[config.mk]
export PLATFORM = sky130hd
export DESIGN_NAME = display_scanner
export DESIGN_NICKNAME = d
export VERILOG_FILES = /design/src/rtl/display_pkg.sv /design/src/rtl/scan_slot_timer.sv /design/src/rtl/display_scanner.sv
export SDC_FILE = /design/constraint.sdc
export NUM_CORES = 1
export LEC_CHECK = 0
export ABC_AREA = 0
export ABC_CLOCK_PERIOD_IN_PS = 4200
export CORE_AREA = 4 4 71 99
export CTS_CLUSTER_SIZE = 30
export DETAILED_ROUTE_END_ITERATION = 8
export DIE_AREA = 0 0 75 103
export GPL_TIMING_DRIVEN = 0
export PLACE_DENSITY = 0.77
export SLEW_MARGIN = 15
export SYNTH_ARGS = -nofsm -noshare
export SYNTH_HDL_FRONTEND = slang
export SYNTH_HIERARCHICAL = 1
export SYNTH_SLANG_ARGS = --single-unit
[constraint.sdc]
create_clock -name clk -period 4.2 [get_ports clk]
set_input_delay 0.84 -clock clk [delete_from_list [all_inputs] [get_ports clk]]
set_output_delay 0.84 -clock clk [all_outputs]
set_load 0.03 [all_outputs]
[src/rtl/display_pkg.sv]
// rtl/display_pkg.sv - shared constants and scan-state type for the display scanner
package display_pkg;

    localparam int MAX_DIGITS = 8;
    localparam int NIBBLE_W   = 4;

    typedef enum logic [1:0] {
        OFF   = 2'd0,
        GUARD = 2'd1,
        ON    = 2'd2
    } scan_state_e;

endpackage

[src/rtl/scan_slot_timer.sv]
// rtl/scan_slot_timer.sv - per-slot cycle counter with guard/slot end decodes
module scan_slot_timer #(
    parameter int SLOT_CYCLES  = 50000,
    parameter int GUARD_CYCLES = 500,
    localparam int CNT_W       = $clog2(SLOT_CYCLES)
) (
    input  logic             clk,
    input  logic             rst_n,
    input  logic             clr_i,
    input  logic             run_i,
    output logic [CNT_W-1:0] cnt_o,
    output logic             guard_done_o,
    output logic             slot_done_o
);

    localparam logic [CNT_W-1:0] GUARD_LAST = CNT_W'(GUARD_CYCLES - 1);
    localparam logic [CNT_W-1:0] SLOT_LAST  = CNT_W'(SLOT_CYCLES - 1);

    logic [CNT_W-1:0] cnt_q;
    logic [CNT_W-1:0] cnt_d;

    // Clear wins over counting so every slot entry starts from zero.
    always_comb begin
        cnt_d = cnt_q;
        if (clr_i) begin
            cnt_d = '0;
        end else if (run_i) begin
            cnt_d = cnt_q + CNT_W'(1);
        end
    end

    // Counter register.
    always_ff @(posedge clk or negedge rst_n) begin
        if (!rst_n) begin
            cnt_q <= '0;
        end else begin
            cnt_q <= cnt_d;
        end
    end

    assign cnt_o        = cnt_q;
    assign guard_done_o = (cnt_q == GUARD_LAST);
    assign slot_done_o  = (cnt_q == SLOT_LAST);

endmodule

[src/rtl/display_scanner.sv]
// rtl/display_scanner.sv - time-multiplexed seven-segment digit scan controller
module display_scanner
    import display_pkg::*;
#(
    parameter int DIGITS       = 4,
    parameter int SLOT_CYCLES  = 50000,
    parameter int GUARD_CYCLES = 500
) (
    input  logic                         clk,
    input  logic                         rst_n,
    input  logic                         en,
    input  logic                         load,
    input  logic [NIBBLE_W*DIGITS-1:0]   value,
    input  logic [DIGITS-1:0]            dp_mask,
    input  logic                         blank_lz,
    output logic [NIBBLE_W-1:0]          digit,
    output logic                         dp,
    output logic [DIGITS-1:0]            anode_n,
    output logic                         frame_start
);

    localparam int IDX_W = $clog2(DIGITS);
    localparam int CNT_W = $clog2(SLOT_CYCLES);
    localparam logic [IDX_W-1:0] IDX_LAST = IDX_W'(DIGITS - 1);

    scan_state_e state_q, state_d;
    logic [IDX_W-1:0] index_q, index_d;

    logic [NIBBLE_W*DIGITS-1:0] pend_value_q, act_value_q, act_value_d;
    logic [DIGITS-1:0]          pend_dp_q, act_dp_q, act_dp_d;
    logic                       pend_blz_q, act_blz_q, act_blz_d;

    logic [NIBBLE_W-1:0] digit_q, digit_d;
    logic                dp_q, dp_d;
    logic [DIGITS-1:0]   anode_n_q, anode_n_d;
    logic                frame_start_q, frame_start_d;

    logic slot_entry;
    logic frame_entry;
    logic timer_run;
    logic timer_clr;
    logic guard_done;
    logic slot_done;
    logic [CNT_W-1:0] cnt;

    logic [NIBBLE_W-1:0] act_nib_d [DIGITS];
    logic [DIGITS-1:0]   blank_mask;
    logic                zero_above;

    scan_slot_timer #(
        .SLOT_CYCLES  (SLOT_CYCLES),
        .GUARD_CYCLES (GUARD_CYCLES)
    ) u_timer (
        .clk          (clk),
        .rst_n        (rst_n),
        .clr_i        (timer_clr),
        .run_i        (timer_run),
        .cnt_o        (cnt),
        .guard_done_o (guard_done),
        .slot_done_o  (slot_done)
    );

    // Scan sequencing: OFF -> GUARD -> ON -> GUARD ..., with en low forcing OFF.
    always_comb begin
        state_d     = state_q;
        index_d     = index_q;
        slot_entry  = 1'b0;
        frame_entry = 1'b0;
        timer_run   = 1'b0;
        case (state_q)
            OFF: begin
                if (en) begin
                    state_d     = GUARD;
                    index_d     = '0;
                    slot_entry  = 1'b1;
                    frame_entry = 1'b1;
                end
            end
            GUARD: begin
                timer_run = 1'b1;
                if (guard_done) begin
                    state_d = ON;
                end
            end
            ON: begin
                timer_run = 1'b1;
                if (slot_done) begin
                    state_d    = GUARD;
                    slot_entry = 1'b1;
                    if (index_q == IDX_LAST) begin
                        index_d     = '0;
                        frame_entry = 1'b1;
                    end else begin
                        index_d = index_q + IDX_W'(1);
                    end
                end
            end
            default: begin
                state_d = OFF;
                index_d = '0;
            end
        endcase
        if (!en) begin
            state_d     = OFF;
            index_d     = '0;
            slot_entry  = 1'b0;
            frame_entry = 1'b0;
            timer_run   = 1'b0;
        end
    end

    assign timer_clr = slot_entry | (state_d == OFF);

    // Active set refresh at each frame start; a coincident load bypasses pending.
    always_comb begin
        act_value_d = act_value_q;
        act_dp_d    = act_dp_q;
        act_blz_d   = act_blz_q;
        if (frame_entry) begin
            if (load) begin
                act_value_d = value;
                act_dp_d    = dp_mask;
                act_blz_d   = blank_lz;
            end else begin
                act_value_d = pend_value_q;
                act_dp_d    = pend_dp_q;
                act_blz_d   = pend_blz_q;
            end
        end
    end

    // Split the next active value into per-digit nibbles for indexing.
    always_comb begin
        for (int i = 0; i < DIGITS; i++) begin
            act_nib_d[i] = act_value_d[i*NIBBLE_W +: NIBBLE_W];
        end
    end

    // Leading-zero mask: walk from the top digit down while every nibble seen is zero.
    always_comb begin
        blank_mask = '0;
        zero_above = 1'b1;
        for (int i = DIGITS - 1; i >= 1; i--) begin
            zero_above    = zero_above & (act_value_q[i*NIBBLE_W +: NIBBLE_W] == '0);
            blank_mask[i] = act_blz_q & zero_above & ~act_dp_q[i];
        end
    end

    // Output next-state: digit/dp only move at slot entry, anodes follow the next state.
    always_comb begin
        digit_d       = digit_q;
        dp_d          = dp_q;
        anode_n_d     = '1;
        frame_start_d = frame_entry;
        if (slot_entry) begin
            digit_d = act_nib_d[index_d];
            dp_d    = act_dp_d[index_d];
        end
        if (state_d == ON && !blank_mask[index_d]) begin
            anode_n_d[index_d] = 1'b0;
        end
    end

    // Scan state and digit index registers.
    always_ff @(posedge clk or negedge rst_n) begin
        if (!rst_n) begin
            state_q <= OFF;
            index_q <= '0;
        end else begin
            state_q <= state_d;
            index_q <= index_d;
        end
    end

    // Pending set captures every load strobe; the last one before a frame wins.
    always_ff @(posedge clk or negedge rst_n) begin
        if (!rst_n) begin
            pend_value_q <= '0;
            pend_dp_q    <= '0;
            pend_blz_q   <= 1'b0;
        end else if (load) begin
            pend_value_q <= value;
            pend_dp_q    <= dp_mask;
            pend_blz_q   <= blank_lz;
        end
    end

    // Active set registers.
    always_ff @(posedge clk or negedge rst_n) begin
        if (!rst_n) begin
            act_value_q <= '0;
            act_dp_q    <= '0;
            act_blz_q   <= 1'b0;
        end else begin
            act_value_q <= act_value_d;
            act_dp_q    <= act_dp_d;
            act_blz_q   <= act_blz_d;
        end
    end

    // Registered outputs.
    always_ff @(posedge clk or negedge rst_n) begin
        if (!rst_n) begin
            digit_q       <= '0;
            dp_q          <= 1'b0;
            anode_n_q     <= '1;
            frame_start_q <= 1'b0;
        end else begin
            digit_q       <= digit_d;
            dp_q          <= dp_d;
            anode_n_q     <= anode_n_d;
            frame_start_q <= frame_start_d;
        end
    end

    assign digit       = digit_q;
    assign dp          = dp_q;
    assign anode_n     = anode_n_q;
    assign frame_start = frame_start_q;

endmodule

==> flow_summary.rst <==
.. list-table::
   :header-rows: 1

   * - Metric
     - Value
   * - Path category of the worst min-delay check
     - in -> async
   * - Filler Cells Inserted
     - about 470
   * - Net count, final
     - between 300 and 400
   * - TritonCTS Sinks
     - 72
   * - Final design utilization
     - between 60 and 70%
   * - Number of max-cap violations
     - 0
   * - Tmin final
     - approximately 3700 ps
   * - Critical path class
     - reg -> reg
   * - Setup WS pre-CTS
     - about 630 ps
   * - Number of gates resized after CTS
     - 0
   * - Width of the die
     - roughly 75 um
   * - Count of routing violations after the opening detailed-route iteration
     - around 140
   * - Transition time at the pin with the least slew margin
     - roughly 850 ps
   * - Sequential cell area fraction in the yosys report
     - a little over half
   * - Multi-input gate area
     - between 1000 and 1500 um2
   * - Peak Freq
     - approximately 0.27 GHz
   * - Effective utilization at floorplan
     - between 50 and 60%
   * - Number of buffer cells added on primary ports
     - 34
   * - Number of buffers created by CTS
     - 9
   * - Cell at the root of the clock tree
     - sky130_fd_sc_hd__clkbuf_8
   * - Outcome
     - complete, no violations
   * - Area growth from synthesis to layout
     - 20.41%
   * - Total routed wirelength
     - between 6000 and 7000 um
   * - Post-layout instance area
     - slightly above 4000 um2
   * - Number of search-and-repair iterations in the first detailed-routing pass
     - 4
   * - Clock latency at the later pin of the worst-skew pair
     - about 350 ps
   * - Clock skew after layout
     - ~10 ps
   * - Nets in the synthesized netlist
     - about 300
   * - Vertical die dimension
     - 103 um
   * - Dpl cell area
     - around 3800 um2
   * - Final number of hold-violating endpoints
     - 0
   * - Fin cells
     - just under 400
   * - Async set-or-reset flop fraction in the synthesized netlist
     - 100.0%
   * - Site row count
     - 34
   * - Launching element type of the critical path
     - register
   * - Combined global-route utilization of all metal layers
     - between 10% and 20%
   * - Ant diodes
     - 0
   * - Maximum number of pins on one net before global-route repair
     - 57
   * - Total of endpoints with negative setup slack in the final report
     - 0
   * - Critical Path Sink Type
     - register
   * - Number of different library cells in the post-synthesis netlist
     - 50
   * - Ports placed on the boundary
     - 35
   * - Maximum root-to-sink buffer count
     - 2
   * - Leak pwr
     - 0.001671 uW
   * - Number of buffers inserted to repair setup after CTS
     - 0
   * - Final worst-path cycle share
     - just under 90%
   * - CP max FO
     - 10
   * - Area of the die
     - 7725 um2
   * - Total placed cells including tap cells
     - around 380
   * - Initial antenna violation count
     - 0
   * - Worst supply voltage drop on vdd
     - about 0.20 mV
   * - Number of enable-type register cells in the synthesized netlist
     - 0
   * - Per-instance average area after synthesis
     - between 10 and 15 um2
   * - Data arrival time at the worst-slack endpoint
     - 3880 ps
   * - Post-synthesis instance total
     - 274
   * - HPWL after detailed placement
     - 4808 um
   * - Area occupied by registers
     - roughly 1800 um2
   * - Global-route wire length before repair
     - 10900 um
   * - Top cell type's share of synthesized area
     - a little over 50%
   * - Mapped Area
     - about 3300 um2
   * - Number of global-route vias before repair
     - around 2400
   * - Yosys synthesis warning count
     - 6
   * - Pwr/cell area
     - just over 400 nW/um2
   * - Worst-path clk slew
     - roughly 80 ps
   * - Unrepaired setup endpoints after global routing
     - no
   * - RD Place Congestion
     - 0.8580
   * - Most area-consuming cells after synthesis
     - sky130_fd_sc_hd__dfrtp_1, sky130_fd_sc_hd__mux2_2, sky130_fd_sc_hd__dfstp_2
   * - Routed vias
     - between 2000 and 2500
   * - Most instantiated cells after synthesis
     - sky130_fd_sc_hd__dfrtp_1, sky130_fd_sc_hd__mux2_2, sky130_fd_sc_hd__nor2_1
   * - FF+latch count, synth
     - 72
   * - Total number of H-tree levels
     - 3
   * - Vias/cell
     - 5.547
   * - Data required time at the worst endpoint
     - ~4400 ps
   * - Cell type with the highest aggregate area in the netlist
     - sky130_fd_sc_hd__dfrtp_1
   * - Ratio of cells with drive above 1 in the final layout
     - about a quarter
   * - Slew Limit Headroom
     - 42.68%
   * - Flip-flop cell with the highest count after synthesis
     - sky130_fd_sc_hd__dfrtp_1
   * - Most frequent cell after synthesis
     - sky130_fd_sc_hd__dfrtp_1
   * - Worst Setup Slack, final
     - about 530 ps
   * - Post-route DRC
     - 0
   * - TritonCTS clock tree
     - yes
   * - Max Slew Vio Count
     - 0
   * - Hold-fix buffers, CTS
     - 0
   * - Grt total ovfl
     - 0
   * - Detailed-route wire length per cell
     - approximately 17 um
   * - Floorplan Core Area
     - slightly above 6000 um2
   * - Post-route antenna net violation count
     - 0
==> layout make-up <==
cell class,instances,area share [%]
Clock buffer,9,3.079
Inverter,17,1.586
Multi-Input combinational cell,175,35.15
Clock inverter,7,2.551
Buffer,10,1.400
Tap cell,72,2.240
Sequential cell,72,44.91
Timing Repair Buffer,35,9.082
==> per-layer routing <==
metal	GRT usage, %	share of wire (%)
met3	3.610	4.9
met4	8.630	2.5
met1	21.26	40
met2	33.02	52
met5	0	0
==> power breakdown <==
group / switching, uW / total, uW / internal (uW)
clock: 275 / 615 / 340
combinational: 118 / 238 / 120
sequential: 32.6 / 799 / 766
total: 426 / 1650 / 1230
==> critical path, stage by stage (launching register included) <==
cell and delay [ps]:
sky130_fd_sc_hd__dfrtp_1 420, sky130_fd_sc_hd__ha_1 280, sky130_fd_sc_hd__nand4_1 160, sky130_fd_sc_hd__nor4b_1 380, sky130_fd_sc_hd__and3_1 360, sky130_fd_sc_hd__a21oi_1 100
sky130_fd_sc_hd__nor2b_1 140, sky130_fd_sc_hd__clkbuf_1 360, sky130_fd_sc_hd__o21bai_1 250, sky130_fd_sc_hd__buf_4 250, sky130_fd_sc_hd__o2111ai_4 220, sky130_fd_sc_hd__nor4_1 390
sky130_fd_sc_hd__xnor2_1 170, sky130_fd_sc_hd__nor2_1 50
==> registers in the layout (all words and copies together), names as in the netlist <==
signal,flops
act_dp_q,4
pend_dp_q,4
dp,1
u_timer/cnt_o,16
pend_blz_q,1
state_q,2
act_value_q,16
anode_n,4
digit,4
act_blz_q,1
frame_start,1
pend_value_q,16
index_q,2
==> kinds of logic after synthesis <==
| logic type | after synthesis | synth area share [%] |
|---|---|---|
| AOI/OAI and AO/OA | 40 | 9.364 |
| xor gates and xnor gates | 10 | 2.622 |
| adders and majority gates | 6 | 2.247 |
| buffers and inverters | 27 | 3.595 |
| DFF | 72 | 54.08 |
| muxes | 45 | 15.36 |
| and+or+nand+nor | 74 | 12.73 |
==> final timing paths <==
| check | from | endpoint | slack [ps] | cells past startpoint |
|---|---|---|---|---|
| min in group clk | act_dp_q[0] | act_dp_q[0] | 480 | 2 |
| hold / removal | rst_n | pend_dp_q[3] | 360 | 1 |
| hold reg to reg | act_dp_q[0] | act_dp_q[0] | 480 | 2 |
| setup / recovery | u_timer/cnt_o[0] | u_timer/cnt_o[14] | 530 | 13 |
| setup reg to reg | u_timer/cnt_o[0] | u_timer/cnt_o[14] | 530 | 13 |
| max in group asynchronous | rst_n | anode_n[2] | 3280 | 2 |
==> layout by cell type, fill, tap and decap left out, drive strengths merged, types with 2 or more instances in the layout <==
master / netlist / routed
nor3: 4 / 4
or4: 2 / 2
clkbuf: 4 / 13
and3: 2 / 2
clkdlybuf4s50: 0 / 33
or3: 3 / 3
ha: 6 / 6
buf: 6 / 8
nand3: 7 / 7
clkinv: 0 / 2
and2: 4 / 4
nor4b: 2 / 2
o21ai: 7 / 7
o211ai: 3 / 3
nor2: 22 / 22
o2111ai: 2 / 2
o21bai: 2 / 2
mux2: 38 / 38
and3b: 2 / 2
dfrtp: 68 / 68
a22o: 2 / 2
inv: 17 / 19
nor4: 7 / 7
bufinv: 0 / 2
a22oi: 3 / 3
xnor2: 7 / 7
nand4: 4 / 4
a2bb2oi: 3 / 3
dfstp: 4 / 4
nand2: 8 / 8
a31oi: 4 / 4
o32a: 2 / 2
mux2i: 7 / 7
xor2: 3 / 3
a21oi: 9 / 9
nor2b: 4 / 4
==> per-stage QoR <==
step | power, uW | hold slack, ps | setup TNS, ps
after floorplan | 951.7 | 445.6 | 0
after global placement | 1041 | 466.2 | -1774
after detailed placement | 1051 | 469.1 | 0
after CTS | 1669 | 348.1 | 0
after global routing | 1721 | 356.3 | 0
final | 1652 | 356.3 | 0
Note: power is estimated with default switching activity, not from simulation.
